File: src/rtl/mem_access_if.sv
// Request/response handshake plus data-memory bus seen by mem_access_master.
// The master modport is the block itself; slave is the CPU/memory side.
interface mem_access_if;
  logic        req_valid;
  logic        req_ready;
  logic        req_we;
  logic [1:0]  req_size;
  logic        req_signed;
  logic [31:0] req_addr;
  logic [31:0] req_wdata;
  logic        resp_valid;
  logic        resp_err;
  logic [31:0] resp_rdata;
  logic [31:0] mem_dir;
  logic [31:0] mem_data_input;
  logic        mem_rd;
  logic        mem_wd;
  logic [31:0] mem_data_output;

  modport master (
    input  req_valid, req_we, req_size, req_signed, req_addr, req_wdata, mem_data_output,
    output req_ready, resp_valid, resp_err, resp_rdata, mem_dir, mem_data_input, mem_rd, mem_wd
  );

  modport slave (
    output req_valid, req_we, req_size, req_signed, req_addr, req_wdata, mem_data_output,
    input  req_ready, resp_valid, resp_err, resp_rdata, mem_dir, mem_data_input, mem_rd, mem_wd
  );
endinterface

File: src/rtl/mem_access_master.sv
// Multicycle load/store initiator for the data memory: sub-word access with
// extension, read-modify-write for byte/half stores, alignment and window checks.
module mem_access_master #(
  parameter logic [31:0] BASE_ADDR   = 32'h0040_0000,
  parameter int unsigned DEPTH_WORDS = 64
) (
  input logic          clk,
  input logic          rst_n,
  mem_access_if.master bus
);

  // Window end is computed one bit wider so a window touching 2^32 cannot wrap.
  localparam logic [32:0] WIN_END = {1'b0, BASE_ADDR} + (33'(DEPTH_WORDS) << 2);

  typedef enum logic [2:0] {
    IDLE   = 3'd0,
    RD     = 3'd1,
    RMW_RD = 3'd2,
    WR     = 3'd3,
    RESP   = 3'd4
  } state_t;

  state_t      state, state_nx;
  logic [31:0] addr, addr_nx;
  logic [1:0]  size, size_nx;
  logic        sgn, sgn_nx;
  logic [31:0] wdata, wdata_nx;

  logic        ready_nx, resp_valid_nx, resp_err_nx, mem_rd_nx, mem_wd_nx;
  logic [31:0] resp_rdata_nx, mem_dir_nx, mem_wdata_nx;
  logic        req_err;

  function automatic logic [31:0] load_extract(input logic [31:0] w, input logic [1:0] sz,
                                               input logic sg, input logic [1:0] k);
    logic [7:0]  b;
    logic [15:0] h;
    b = w[{k, 3'b000} +: 8];
    h = w[{k[1], 4'b0000} +: 16];
    case (sz)
      2'd0:    load_extract = sg ? {{24{b[7]}}, b} : {24'd0, b};
      2'd1:    load_extract = sg ? {{16{h[15]}}, h} : {16'd0, h};
      default: load_extract = w;
    endcase
  endfunction

  function automatic logic [31:0] store_merge(input logic [31:0] old, input logic [31:0] wd,
                                              input logic [1:0] sz, input logic [1:0] k);
    logic [31:0] r;
    r = old;
    case (sz)
      2'd0:    r[{k, 3'b000} +: 8] = wd[7:0];
      2'd1:    r[{k[1], 4'b0000} +: 16] = wd[15:0];
      default: r = wd;
    endcase
    return r;
  endfunction

  // Request screening: illegal size, misalignment, or outside the memory window.
  always_comb begin
    req_err = 1'b0;
    if (bus.req_size == 2'd3) begin
      req_err = 1'b1;
    end else if (bus.req_size == 2'd1 && bus.req_addr[0] != 1'b0) begin
      req_err = 1'b1;
    end else if (bus.req_size == 2'd2 && bus.req_addr[1:0] != 2'b00) begin
      req_err = 1'b1;
    end else if (bus.req_addr < BASE_ADDR || {1'b0, bus.req_addr} >= WIN_END) begin
      req_err = 1'b1;
    end else begin
      req_err = 1'b0;
    end
  end

  // Next state plus next values of every registered output.
  always_comb begin
    state_nx      = state;
    addr_nx       = addr;
    size_nx       = size;
    sgn_nx        = sgn;
    wdata_nx      = wdata;
    ready_nx      = 1'b0;
    resp_valid_nx = 1'b0;
    resp_err_nx   = 1'b0;
    resp_rdata_nx = 32'd0;
    mem_rd_nx     = 1'b0;
    mem_wd_nx     = 1'b0;
    mem_dir_nx    = 32'd0;
    mem_wdata_nx  = 32'd0;
    case (state)
      IDLE: begin
        if (bus.req_valid && bus.req_ready) begin
          addr_nx  = bus.req_addr;
          size_nx  = bus.req_size;
          sgn_nx   = bus.req_signed;
          wdata_nx = bus.req_wdata;
          if (req_err) begin
            state_nx      = RESP;
            resp_valid_nx = 1'b1;
            resp_err_nx   = 1'b1;
          end else if (!bus.req_we) begin
            state_nx   = RD;
            mem_rd_nx  = 1'b1;
            mem_dir_nx = {bus.req_addr[31:2], 2'b00};
          end else if (bus.req_size == 2'd2) begin
            state_nx     = WR;
            mem_wd_nx    = 1'b1;
            mem_dir_nx   = {bus.req_addr[31:2], 2'b00};
            mem_wdata_nx = bus.req_wdata;
          end else begin
            state_nx   = RMW_RD;
            mem_rd_nx  = 1'b1;
            mem_dir_nx = {bus.req_addr[31:2], 2'b00};
          end
        end else begin
          ready_nx = 1'b1;
        end
      end
      RD: begin
        state_nx      = RESP;
        resp_valid_nx = 1'b1;
        resp_rdata_nx = load_extract(bus.mem_data_output, size, sgn, addr[1:0]);
      end
      RMW_RD: begin
        // Old word is only valid this cycle, so the merge lands directly in the write-data flop.
        state_nx     = WR;
        mem_wd_nx    = 1'b1;
        mem_dir_nx   = {addr[31:2], 2'b00};
        mem_wdata_nx = store_merge(bus.mem_data_output, wdata, size, addr[1:0]);
      end
      WR: begin
        state_nx      = RESP;
        resp_valid_nx = 1'b1;
      end
      RESP: begin
        state_nx = IDLE;
        ready_nx = 1'b1;
      end
      default: begin
        state_nx = IDLE;
        ready_nx = 1'b1;
      end
    endcase
  end

  // State, latched request fields and all outputs are flops.
  always_ff @(posedge clk or negedge rst_n) begin
    if (!rst_n) begin
      state              <= IDLE;
      addr               <= 32'd0;
      size               <= 2'd0;
      sgn                <= 1'b0;
      wdata              <= 32'd0;
      bus.req_ready      <= 1'b1;
      bus.resp_valid     <= 1'b0;
      bus.resp_err       <= 1'b0;
      bus.resp_rdata     <= 32'd0;
      bus.mem_rd         <= 1'b0;
      bus.mem_wd         <= 1'b0;
      bus.mem_dir        <= 32'd0;
      bus.mem_data_input <= 32'd0;
    end else begin
      state              <= state_nx;
      addr               <= addr_nx;
      size               <= size_nx;
      sgn                <= sgn_nx;
      wdata              <= wdata_nx;
      bus.req_ready      <= ready_nx;
      bus.resp_valid     <= resp_valid_nx;
      bus.resp_err       <= resp_err_nx;
      bus.resp_rdata     <= resp_rdata_nx;
      bus.mem_rd         <= mem_rd_nx;
      bus.mem_wd         <= mem_wd_nx;
      bus.mem_dir        <= mem_dir_nx;
      bus.mem_data_input <= mem_wdata_nx;
    end
  end

endmodule

File: src/flat_wrapper.sv
// flat-port wrapper written by rule: the top's interface ports become plain ports
module mem_access_master_flat 
#(
  parameter logic [31:0] BASE_ADDR   = 32'h0040_0000,
  parameter int unsigned DEPTH_WORDS = 64
)
  (clk, rst_n, bus_req_valid, bus_req_we, bus_req_size, bus_req_signed, bus_req_addr, bus_req_wdata, bus_mem_data_output, bus_req_ready, bus_resp_valid, bus_resp_err, bus_resp_rdata, bus_mem_dir, bus_mem_data_input, bus_mem_rd, bus_mem_wd);
  mem_access_if bus_i ();
  input logic clk;
  input logic rst_n;
  input wire logic [$bits(bus_i.req_valid)-1:0] bus_req_valid;
  input wire logic [$bits(bus_i.req_we)-1:0] bus_req_we;
  input wire logic [$bits(bus_i.req_size)-1:0] bus_req_size;
  input wire logic [$bits(bus_i.req_signed)-1:0] bus_req_signed;
  input wire logic [$bits(bus_i.req_addr)-1:0] bus_req_addr;
  input wire logic [$bits(bus_i.req_wdata)-1:0] bus_req_wdata;
  input wire logic [$bits(bus_i.mem_data_output)-1:0] bus_mem_data_output;
  output wire logic [$bits(bus_i.req_ready)-1:0] bus_req_ready;
  output wire logic [$bits(bus_i.resp_valid)-1:0] bus_resp_valid;
  output wire logic [$bits(bus_i.resp_err)-1:0] bus_resp_err;
  output wire logic [$bits(bus_i.resp_rdata)-1:0] bus_resp_rdata;
  output wire logic [$bits(bus_i.mem_dir)-1:0] bus_mem_dir;
  output wire logic [$bits(bus_i.mem_data_input)-1:0] bus_mem_data_input;
  output wire logic [$bits(bus_i.mem_rd)-1:0] bus_mem_rd;
  output wire logic [$bits(bus_i.mem_wd)-1:0] bus_mem_wd;
  assign bus_i.req_valid = bus_req_valid;
  assign bus_i.req_we = bus_req_we;
  assign bus_i.req_size = bus_req_size;
  assign bus_i.req_signed = bus_req_signed;
  assign bus_i.req_addr = bus_req_addr;
  assign bus_i.req_wdata = bus_req_wdata;
  assign bus_i.mem_data_output = bus_mem_data_output;
  assign bus_req_ready = bus_i.req_ready;
  assign bus_resp_valid = bus_i.resp_valid;
  assign bus_resp_err = bus_i.resp_err;
  assign bus_resp_rdata = bus_i.resp_rdata;
  assign bus_mem_dir = bus_i.mem_dir;
  assign bus_mem_data_input = bus_i.mem_data_input;
  assign bus_mem_rd = bus_i.mem_rd;
  assign bus_mem_wd = bus_i.mem_wd;
  mem_access_master #(.BASE_ADDR(BASE_ADDR), .DEPTH_WORDS(DEPTH_WORDS)) u_core (.clk(clk), .rst_n(rst_n), .bus(bus_i));
endmodule
File: config.mk
export PLATFORM = sky130hd
export DESIGN_NAME = mem_access_master_flat
export DESIGN_NICKNAME = d
export VERILOG_FILES = /design/src/rtl/mem_access_if.sv /design/src/rtl/mem_access_master.sv /design/src/flat_wrapper.sv
export SDC_FILE = /design/constraint.sdc
export NUM_CORES = 1
export LEC_CHECK = 0
export BUFFER_PORTS_ARGS = -buffer_cell sky130_fd_sc_hd__clkbuf_2
export CORE_MARGIN = 2
export CORE_UTILIZATION = 48
export CTS_CLUSTER_SIZE = 28
export DETAILED_ROUTE_END_ITERATION = 8
export MAX_ROUTING_LAYER = met4
export PLACE_DENSITY = 0.78
export SYNTH_ARGS = -nofsm -noshare
export SYNTH_HDL_FRONTEND = slang
export SYNTH_SLANG_ARGS = --single-unit
File: constraint.sdc
create_clock -name clk -period 1.99 [get_ports clk]
set_input_delay 0.199 -clock clk [delete_from_list [all_inputs] [get_ports clk]]
set_output_delay 0.199 -clock clk [all_outputs]
set_load 0.005 [all_outputs]
# Word-level counts from Yosys, hierarchy flattened
# Index checks and enable logic that the tools add are counted.
# op_classes
n_addsub,2
reduce_logical,10
muxes,40
order_cmp,2
n_shift,6
eq_ne,8
# op_table
cell,n
$mux 32,9
$pmux 32 s2,4
$bwmux 32,2
$ge 32x23->1 const B,1
$lt 32x23->1 const B,1
$shift 16x7->32 const A,1
$shift 8x7->32 const A,1
$shiftx 16x7->32,1
$shiftx 32x6->16,1
$shiftx 32x6->8,1
$shiftx 8x7->32,1
$mux 1,18
$neg 5->7,2
$mux 3,3
$pmux 3 s3,1
$eq 3x2->1 const B,2
$pmux 1 s2,3
$eq 2x1->1 const B,2
$eq 2x2->1 const B,2
$eq 3x1->1 const B,1
$logic_and 1x1->1,3
$logic_not 3->1,1
$reduce_or 3->1,1
$logic_not 2->1,1
other kinds (5),5
# totals
out_inout_bits,101
reg_bits,171
wordCells,81
inputBits,103

# Depth between registers and ports, before layout
# Gate-level depths: netlist (run 1).
# depth
ltp_word,9
mapped_depth,9
depth_no_buf,6

# Worst setup path before layout (run 1)
# OpenSTA, ideal clock, no wires.
# synth_timing
path_kind,flip-flop to flip-flop
start,register u_core.addr[0]
end,register u_core.bus.mem_data_input[30]
arrival_ns,2.022
n_path_buf,2
setup_slack_ns,-0.128
stages_incl_launch_ff,9
path_cell_list,dfrtp_1 -> buf_2 -> inv_1 -> ha_1 -> nor4bb_1 -> buf_1 -> a221o_1 -> o2111ai_1 -> o31ai_1
# synth_via
elab_chain_len,5
# synth_lines
element,line_no,rtl
start: declaration,mem_access_master.sv:24,"logic [31:0] addr, addr_nx;"
start signal: assignment,mem_access_master.sv:163,addr <= addr_nx;
$neg 5->7 (*),mem_access_master.sv:51,"2'd0: r[{k, 3'b000} +: 8] = wd[7:0];"
$shiftx 8x7->32 or $shift 8x7->32 (tied branches),mem_access_master.sv:51,
$bwmux 32 (*),mem_access_master.sv:51,
$pmux 32 s2 (*),mem_access_master.sv:50,case (sz)
$pmux 32 s2 (*),mem_access_master.sv:89,case (state)
via u_core.mem_wdata_nx[30],mem_access_master.sv:30,"logic [31:0] resp_rdata_nx, mem_dir_nx, mem_wdata_nx;"
end signal: assignment,mem_access_master.sv:174,bus.mem_data_input <= mem_wdata_nx;
end: declaration,mem_access_if.sv:22,"output req_ready, resp_valid, resp_err, resp_rdata, mem_dir, mem_data_input, mem_rd, mem_wd"
# Mark *: on every way through the listed nets, which the timed path passes. The rest lies on a longest branch.
# A chain may end at the register's enable or synchronous reset.

# Final worst setup path (run 1)
# layout_timing
start,register u_core.addr[1]
end,register u_core.bus.resp_rdata[10]
# layout_via
elab_chain_len,4
# layout_lines
element,line_no,rtl
$shiftx 32x6->16 or $shiftx 32x6->8 (tied branches),"mem_access_master.sv:38, mem_access_master.sv:37",
$mux 32 (on tied branches),"mem_access_master.sv:41, mem_access_master.sv:40",
$pmux 32 s2 (*),mem_access_master.sv:39,case (sz)
$mux 32 (*),mem_access_master.sv:89,
via u_core.resp_rdata_nx[10],mem_access_master.sv:30,
end signal: assignment,mem_access_master.sv:170,bus.resp_rdata <= resp_rdata_nx;
end: declaration,mem_access_if.sv:22,
# Marks and branches as above.

==> run_results.csv, run 1 <==
group,metric,value,unit
setup_path,cp_slowest_cell,"mux2_2",
place,portBuffers,201,
clock_tree,cts.sinks,169,
timing,worst_pin_slew,0.639,ns
route,vias,7638,
timing,hold_ws,0.0146,ns
global_routing,grt_overflow,0,
global_routing,grt_antenna_before_repair,0,
clock_tree,cts_tree,"done",
timing,setup-violations-final,0,
setup_path,cp_max_fo,6,
setup_path,end_kind,"flop",
finish,drive_above_1_share,32.1,%
synth,synthArstFlopShare,100,%
die,die_h,132,um
synth,synth-edff-count,0,
clock_tree,worstSkewPairLatency,0.44,ns
timing,slew_headroom,57.4,%
synth,syn_inst,794,
power_and_ir_drop,power_leakage,5.50,nW
route,vias_per_cell,5.91,
timing,skew,0.00580,ns
die,io_pins,204,
route,wl_per_cell,20.2,um
place,dp_hpwl,17400,um
setup_path,path_cells,"buf_4 -> mux2_2 -> a22oi_1 -> a21oi_1 -> o221a_2",
setup_path,critPathKind,"flop to flop",
synth,yosysSeqAreaShare,53.9,%
route,dr.pass1.iters,8,
synth,syn-cell-area,7840,um2
min_path,hold_depth,2,
power_and_ir_drop,p_total,9.65,mW
global_routing,grtUsageTotal,31.1,%
synth,synth_cell_type_count,57,
global_routing,grt_pass1_vias,7473,
global_routing,grt_max_degree,64,
setup_path,reg2reg_from,"u_core.addr[1]",
synth,synth.area.top_cells,"dfrtp_1, nand2_1, o2bb2ai_1, o21ai_0, clkbuf_1",
timing,rsz0062_at_grt,"true",
timing,post-route-period-util,97.3,%
finish,antennaDiodeCount,0,
synth,synth.avg_cell_area,9.88,um2
status,status,"completed",
setup_path,rr_worst_depth,5,
setup_path,crit_arrival,2.25,ns
synth,yosysWarnings,0,
power_and_ir_drop,power.density,907,nW/um2
clock_tree,cts_inserted_buffers,17,
place,place_congestion,0.979,
synth,ys_ff_latch,169,
min_path,min_to,"u_core.bus.mem_data_input[10]",
setup_path,ff2ff_setup_slack,0.05,ns
die,initial_core_util,49.2,%
timing,setup_ws,0.0544,ns
synth,synth_top_area_share,53.6,%
timing,slew_viol_final,0,
die,rows,46,
finish,syn_to_final_growth,35.6,%
die,coreArea,15900,um2
setup_path,startpoint_type,"flop",
synth,yosys.area.top_type,"dfrtp_1",
run,maxCapViolations,0,
clock_tree,cts-root-buf,"clkbuf_16",
place,post-place-ws,-0.424,ns
setup_path,reg2reg_to,"u_core.bus.resp_rdata[10]",
finish,regArea,4230,um2
timing,fin_crit,1.94,ns
die,die_w,132,um
setup_path,worstPathRequired,2.31,ns
timing,setup_tns,0,ns
min_path,hold_class,"input port to flop",
route,drc,0,
finish,nNetsFinal,1172,
min_path,holdCritStartpoint,"bus_req_wdata[10]",
timing,fmax,517,MHz
clock_tree,htree_levels,4,
setup_path,slowest_delay,0.39,ns
clock_tree,clock_path_buffers,2,
finish,multi_input_area,3360,um2
route,finalWirelength,26200,um
route,drt-initial-drc-count,866,
global_routing,grt_pass1_wl,41000,um
power_and_ir_drop,ir_drop,0.658,mV
timing,hold_viol,0,
clock_tree,path_clk_slew,0.07,ns
finish,nFillCells,1204,
synth,synth_ff_type,"dfrtp_1",
die,dieArea,17400,um2
route,ant_nets,0,
-- registers in the layout (all words and copies together) (netlist names) --
name	cells
u_core.bus.mem_dir	30
u_core.wdata	32
u_core.state	3
u_core.size	2
u_core.bus.mem_rd	1
u_core.bus.resp_valid	1
u_core.bus.resp_err	1
u_core.bus.req_ready	1
u_core.addr	32
u_core.sgn	1
u_core.bus.mem_wd	1
u_core.bus.mem_data_input	32
u_core.bus.resp_rdata	32
-- cells in the mapped netlist, drive strengths merged, types with 6 or more instances --
cell       n
and3      23
dfrtp    168
nand2    217
a221oi    16
o21ai     40
mux2      13
a21o      17
o211ai     8
o221ai    14
o31ai      6
a22oi     13
a31oi      8
a21oi     12
nor3      10
clkbuf    40
o2bb2ai   24
inv       20
nand3     11
buf       23
nor4       7
nor2b     13
a22o       8
nor2      17
-- critical path, delay by kind of cell, from the launching register on --
kind	cells	cell delay, ns
buf+inv	1	0.16
compound gates	3	0.91
mux	1	0.39
flops	1	0.36
-- metal layers --
metal  track usage [%]  part of all wire (%)  vias up
met5                 -                     0        -
met4              12.3                   4.4        0
met3              6.61                   8.8      119
met2              48.3                    47      451
met1              40.1                    39     3711
li1                  -                     -     3357
-- cell type report --
| cell class | count | share of cell area (%) |
|---|---|---|
| clock buffers | 17 | 4.00 |
| well taps | 216 | 2.54 |
| inverters | 20 | 0.706 |
| clock inverters | 15 | 1.54 |
| multi-input cells | 543 | 31.6 |
| flip-flops and latches | 169 | 39.8 |
| repair buffers | 313 | 19.8 |
-- where the power goes --
group | switching, mW | internal, mW
combinational | 1.35 | 0.934
clock | 1.47 | 1.88
sequential | 0.286 | 3.73
total | 3.11 | 6.54
-- cells by family after synthesis --
family	after synthesis	synth area share, %
and+or+nand+nor	319	18.1
AOI/OAI and AO/OA	199	19.4
DFF	169	53.9
buffers and inverters	83	4.45
muxes	18	3.30
adders and majority gates	5	0.798
other	1	0.0478
-- metrics by stage --
| step | cell area, um2 | instances | utilization, % |
|---|---|---|---|
| after global placement | 9330 | 1199 | 58.5 |
| final | 10600 | 1293 | 66.7 |
| after global routing | 10600 | 1293 | 66.7 |
| after CTS | 10600 | 1291 | 66.3 |
| after floorplan | 7850 | 795 | - |
| after detailed placement | 9330 | 1199 | 58.5 |
-- what timing repair did --
item | in CTS | in global routing
cloned | 0 | 0
buffers inserted | 1 | 2
gates resized for setup | 5 | 11
setup endpoints to repair | 33 | 42
hold endpoints to repair | 134 | 0
pin swaps | 1 | 1
hold buffers | 59 | 0
-- worst max path at each step --
| stage | start | to | slack (ns) | depth (start not counted) |
|---|---|---|---|---|
| after floorplan | u_core.addr[1] | u_core.bus.mem_data_input[16] | -0.009 | 8 |
| after global placement | u_core.addr[1] | u_core.bus.mem_data_input[30] | -0.37 | 6 |
| after detailed placement | u_core.addr[1] | u_core.bus.mem_data_input[30] | -0.42 | 6 |
| after CTS | bus_req_addr[10] | u_core.bus.mem_dir[5] | 0.01 | 7 |
| after global routing | u_core.addr[1] | u_core.bus.mem_data_input[6] | -0.01 | 8 |
| final | u_core.addr[1] | u_core.bus.resp_rdata[10] | 0.05 | 5 |
-- placed cells by master (no fill, tap or decap), types with 3 or more instances in the layout --
cell | synthesis | final
a22oi_1 | 13 | 13
inv_1 | 18 | 18
nor2_1 | 17 | 17
o221ai_1 | 14 | 14
nor2b_1 | 13 | 13
mux4_2 | 5 | 5
o211ai_1 | 8 | 8
buf_12 | 0 | 8
dlygate4sd3_1 | 0 | 59
dfrtp_1 | 168 | 167
nand2_1 | 217 | 217
o21ai_0 | 40 | 40
a22o_1 | 8 | 8
and3_1 | 23 | 23
clkbuf_16 | 0 | 17
nor3_1 | 10 | 8
clkinv_2 | 0 | 3
mux2_2 | 13 | 13
nand2b_1 | 3 | 3
o21bai_1 | 5 | 5
ha_1 | 5 | 3
a211oi_1 | 5 | 5
o2bb2ai_1 | 24 | 24
a31oi_1 | 8 | 8
clkbuf_2 | 0 | 200
and2_1 | 4 | 4
o31a_1 | 4 | 4
o22ai_1 | 5 | 5
a21o_2 | 15 | 15
nor4_2 | 0 | 6
a21oi_1 | 12 | 12
nand3_1 | 11 | 11
o31ai_1 | 6 | 6
buf_4 | 3 | 44
a221oi_1 | 16 | 16
o221a_2 | 5 | 5
inv_6 | 0 | 6
(Power assumes the default switching activity.)
==> inputs of run 2 (changes only) <==
--- a/config.mk
+++ b/config.mk
@@ -6,12 +6,14 @@
 export NUM_CORES = 1
 export LEC_CHECK = 0
 export BUFFER_PORTS_ARGS = -buffer_cell sky130_fd_sc_hd__clkbuf_2
+export CELL_PAD_IN_SITES_DETAIL_PLACEMENT = 0
+export CELL_PAD_IN_SITES_GLOBAL_PLACEMENT = 2
 export CORE_MARGIN = 2
-export CORE_UTILIZATION = 48
+export CORE_UTILIZATION = 29
 export CTS_CLUSTER_SIZE = 28
 export DETAILED_ROUTE_END_ITERATION = 8
 export MAX_ROUTING_LAYER = met4
-export PLACE_DENSITY = 0.78
+export PLACE_DENSITY = 0.73
 export SYNTH_ARGS = -nofsm -noshare
 export SYNTH_HDL_FRONTEND = slang
 export SYNTH_SLANG_ARGS = --single-unit
==> run_results.csv, run 2 (synthesis gave the netlist of run 1 again) <==
group,metric,value,unit
die,coreArea,26700,um2
global_routing,grt_antenna_before_repair,1,
finish,layout_commonest_cell,"nand2_1",
die,dieArea,28400,um2
min_path,hold_class,"input port to flop",
setup_path,startpoint_type,"flop",
global_routing,grt_max_degree,66,
route,finalWirelength,28200,um
finish,post-route-util,40.4,%
timing,fin_crit,1.91,ns
timing,slew_headroom,58.1,%
setup_path,end_kind,"flop",
timing,slew_viol_final,0,
clock_tree,cts.sinks,169,
place,dp_hpwl,19800,um
clock_tree,cts_tree,"done",
global_routing,grt_pass1_wl,43000,um
clock_tree,path_clk_slew,0.07,ns
power_and_ir_drop,power_leakage,5.51,nW
global_routing,grtUsageTotal,20.6,%
setup_path,crit_arrival,2.19,ns
timing,hold_viol,0,
die,rows,60,
clock_tree,htree_levels,4,
route,wl_per_cell,19.8,um
place,portBuffers,201,
finish,syn_to_final_growth,37.8,%
timing,setup-violations-final,0,
timing,post-route-period-util,96.0,%
run,maxCapViolations,0,
timing,worst_pin_slew,0.626,ns
global_routing,grt_pass1_vias,7226,
timing,fmax,524,MHz
route,vias,7127,
setup_path,worstPathRequired,2.27,ns
finish,layout_common_cells,"nand2_1, clkbuf_2, dfrtp_1, dlygate4sd3_1, buf_4",
power_and_ir_drop,power.density,883,nW/um2
die,die_h,168,um
setup_path,cp_max_fo,17,
clock_tree,worstSkewPairLatency,0.43,ns
finish,nFillCells,2737,
timing,rsz0062_at_grt,"false",
route,drt-initial-drc-count,538,
clock_tree,cts_inserted_buffers,17,
die,initial_core_util,29.3,%
setup_path,critPathKind,"flop to flop",
finish,multi_input_area,3360,um2
timing,setup_tns,0,ns
route,vias_per_cell,5.00,
finish,nNetsFinal,1178,
die,die_w,168,um
status,status,"completed",
route,drc,0,
route,ant_nets,0,
finish,regArea,4230,um2
timing,skew,0.0102,ns
finish,drive_above_1_share,32.6,%
die,io_pins,204,
place,place_congestion,0.825,
power_and_ir_drop,ir_drop,0.513,mV
route,dr.pass1.iters,5,
clock_tree,cts-root-buf,"clkbuf_16",
clock_tree,clock_path_buffers,2,
global_routing,grt_overflow,0,
run 2: cell count changes in the layout (fill, tap and decap cells not counted), moves of 2 or more:
cell / before / now
bufinv_16: 2 / 0
buf_12: 8 / 6
clkinv_8: 0 / 3
clkinv_4: 2 / 4
buf_4: 44 / 52
clkinv_2: 3 / 0
run 2: through the flow:
| step | std cells | worst slack, ns | power [mW] | area [um2] | hold slack [ns] |
|---|---|---|---|---|---|
| 2_1_floorplan | 795 | -0.00931 | 5.21 | 7850 | -0.0966 |
| 3_3_place_gp | 1330 | -0.589 | 6.11 | 9510 | 0.143 |
| 3_5_place_dp | 1330 | -0.312 | 6.13 | 9520 | 0.143 |
| 4_1_cts | 1422 | 0.00428 | 9.62 | 10700 | 0.00348 |
| 5_1_grt | 1425 | 0.0234 | 10.0 | 10800 | 0.00931 |
| 6_report | 1425 | 0.0801 | 9.55 | 10800 | 0.0214 |
run 2: worst paths after layout:
check                             startpoint                       endpoint  slack (ns)  cells after the start
max                           u_core.size[0]      u_core.bus.resp_rdata[13]        0.08                      5
min                        bus_req_wdata[29]               u_core.wdata[29]        0.02                      3
max reg2reg                   u_core.size[0]      u_core.bus.resp_rdata[13]        0.08                      5
min reg2reg                  u_core.addr[26]                u_core.addr[26]        0.47                      2
max in group asynchronous              rst_n           u_core.bus.req_ready        0.99                      3
min in group asynchronous              rst_n  u_core.bus.mem_data_input[11]        0.25                      2
run 2: critical path, stage by stage (launching register included):
cell and delay (ns):
dfrtp_1 0.41, buf_4 0.22, nor4bb_1 0.34, a22oi_2 0.13
and2_1 0.24, a221oi_1 0.42
run 2: power breakdown:
part / internal, mW / switching [mW]
registers: 3.72 / 0.287
clock network: 1.71 / 1.61
logic: 0.896 / 1.32
run 2: what timing repair did:
item | CTS | global route
setup buffers | 1 | 2
hold buffers | 59 | 0
endpoints found under the hold margin | 110 | 0
pin swaps | 1 | 1
gates resized for setup | 3 | 14
endpoints found under the setup margin | 35 | 77
run 2: layer usage:
metal / share of wire (%) / track usage [%]
met1: 44 / 26.7
met2: 47 / 32.1
met3: 7.1 / 5.33
met4: 1.9 / 5.36
met5: 0 / -
run 2: area by class of cell:
cell class	count	share of cell area, %
diodes	1	0.0232
clock buffers	18	4.06
clock inverters	14	1.39
inverters	20	0.695
multi-input cells	543	31.1
flip-flops and latches	169	39.2
well taps	341	3.95
repair buffers	319	19.7
==> inputs of run 3 (changes only) <==
--- a/config.mk
+++ b/config.mk
@@ -13,7 +13,7 @@
 export CTS_CLUSTER_SIZE = 28
 export DETAILED_ROUTE_END_ITERATION = 8
 export MAX_ROUTING_LAYER = met4
-export PLACE_DENSITY = 0.73
+export PLACE_DENSITY = 0.86
 export SYNTH_ARGS = -nofsm -noshare
 export SYNTH_HDL_FRONTEND = slang
 export SYNTH_SLANG_ARGS = --single-unit
==> run_results.csv, run 3 (synthesis gave the netlist of run 1 again) <==
group,metric,value,unit
finish,regArea,4230,um2
power_and_ir_drop,power_frac_seq,41.3,%
route,ant_nets,0,
place,place_congestion,0.888,
run,maxCapViolations,0,
global_routing,grt_pass1_vias,7236,
timing,slew_headroom,60.2,%
global_routing,grt_antenna_before_repair,2,
global_routing,grt.busiest_layer,"met2",
finish,post-route-util,40.7,%
timing,hold_ws,0.00118,ns
clock_tree,worstSkewPairLatency,0.44,ns
timing,post-route-period-util,96.7,%
power_and_ir_drop,power.density,898,nW/um2
timing,fin_crit,1.93,ns
clock_tree,path_clk_slew,0.08,ns
clock_tree,cts.sinks,169,
power_and_ir_drop,p_int,6.48,mW
finish,multi_input_area,3380,um2
setup_path,cp_max_fo,22,
clock_tree,clock_path_buffers,2,
route,finalWirelength,28100,um
power_and_ir_drop,ir_drop,0.514,mV
timing,hold_viol,0,
global_routing,grtUsageMet2,31.6,%
timing,setup_tns,0,ns
global_routing,grtUsageTotal,20.4,%
route,vias,7204,
setup_path,crit_arrival,2.25,ns
finish,syn_to_final_growth,38.6,%
timing,worst_pin_slew,0.594,ns
finish,nNetsFinal,1172,
global_routing,grt_overflow,0,
global_routing,grt_util_met3,5.21,%
place,portBuffers,201,
setup_path,critPathKind,"flop to flop",
die,coreArea,26700,um2
timing,fmax,519,MHz
route,dr.pass1.iters,5,
power_and_ir_drop,p_sw_share,33.7,%
clock_tree,cts_inserted_buffers,17,
die,dieArea,28400,um2
global_routing,grt_max_degree,53,
route,wl_per_cell,19.8,um
place,dp_hpwl,19900,um
timing,slew_viol_final,0,
status,status,"completed",
place,placed_cells,1326,
finish,nFillCells,2686,
timing,setup-violations-final,0,
clock_tree,htree_levels,4,
route,drc,0,
die,io_pins,204,
power_and_ir_drop,combPwrFrac,22.6,%
clock_tree,cts-root-buf,"clkbuf_16",
finish,layout_common_cells,"nand2_1, clkbuf_2, dfrtp_1, dlygate4sd3_1, buf_4",
power_and_ir_drop,power_leakage,5.53,nW
die,initial_core_util,29.3,%
die,die_h,168,um
die,die_w,168,um
finish,drive_above_1_share,32.6,%
power_and_ir_drop,switchingPower,3.29,mW
setup_path,end_kind,"flop",
global_routing,use_met1,26.5,%
finish,layout_commonest_cell,"nand2_1",
global_routing,grt_pass1_wl,42900,um
finish,final_cells,1420,
route,drt-initial-drc-count,497,
setup_path,worstPathRequired,2.32,ns
min_path,hold_class,"input port to flop",
power_and_ir_drop,clockPowerShare,36.0,%
route,vias_per_cell,5.07,
die,rows,60,
timing,skew,0.0129,ns
setup_path,startpoint_type,"flop",
clock_tree,cts_tree,"done",
==> run 3: cell types whose count changed in the layout (fill, tap and decap cells not counted), moves of 2 or more <==
cell	before	now
buf_4	52	42
inv_8	2	5
clkinv_4	4	2
dlygate4sd3_1	59	57
nor4_1	2	0
buf_12	6	9
inv_6	5	3
==> run 3: critical path: stages, from the launching register on <==
cell       delay, ns
dfrtp_2         0.41
buf_4           0.14
buf_8           0.16
mux2_4          0.34
a32oi_4         0.27
a2111oi_4       0.12
buf_12          0.17
a21o_2          0.19
==> run 3: what timing repair did <==
action,in CTS,in global routing
setup endpoints to repair,29,61
gates resized for setup,5,17
endpoints found under the hold margin,117,0
gates cloned,0,1
hold buffers,57,0
buffers inserted,0,2
pin swaps,0,3
==> run 3: routing by layer <==
metal	wire length (um)	vias to the layer above
met5	0	-
met4	573	0
met1	12400	3533
met3	1870	36
met2	13300	279
li1	-	3356
==> run 3: final timing paths <==
check                                 start                           end  slack, ns  cells after the start
setup / recovery             u_core.addr[1]     u_core.bus.resp_rdata[20]       0.06                      7
min in group asynchronous             rst_n  u_core.bus.mem_data_input[0]       0.29                      2
hold / removal             bus_req_wdata[8]               u_core.wdata[8]      0.001                      3
setup reg to reg             u_core.addr[1]     u_core.bus.resp_rdata[20]       0.06                      7
max in group asynchronous             rst_n               u_core.addr[28]       0.99                      3
hold reg to reg             u_core.addr[28]               u_core.addr[28]       0.47                      2
==> run 3: area by class of cell <==
type	count	share of cell area, %
multi-input cells	543	31.1
flip-flops and latches	169	38.9
diodes	2	0.0461
clock inverters	15	1.80
inverters	20	0.691
clock buffers	17	3.91
well taps	341	3.93
repair buffers	313	19.6
==> run 3: power by group through the flow <==
stage	sequential [mW]	combinational (mW)	clock [mW]
finish	4.04	2.21	3.52
global route	4.06	2.44	3.77
CTS	4.02	2.17	3.58
detailed placement	4.09	2.05	0
global placement	4.09	2.01	0
floorplan	3.94	1.27	0
==> run 3: through the flow <==
step / instance area, um2 / setup WS (ns) / power (mW)
2_1_floorplan: 7850 / -0.00931 / 5.21
3_3_place_gp: 9530 / -0.543 / 6.09
3_5_place_dp: 9540 / -0.410 / 6.14
4_1_cts: 10800 / 0.0208 / 9.77
5_1_grt: 10900 / -0.0529 / 10.3
6_report: 10900 / 0.0649 / 9.76
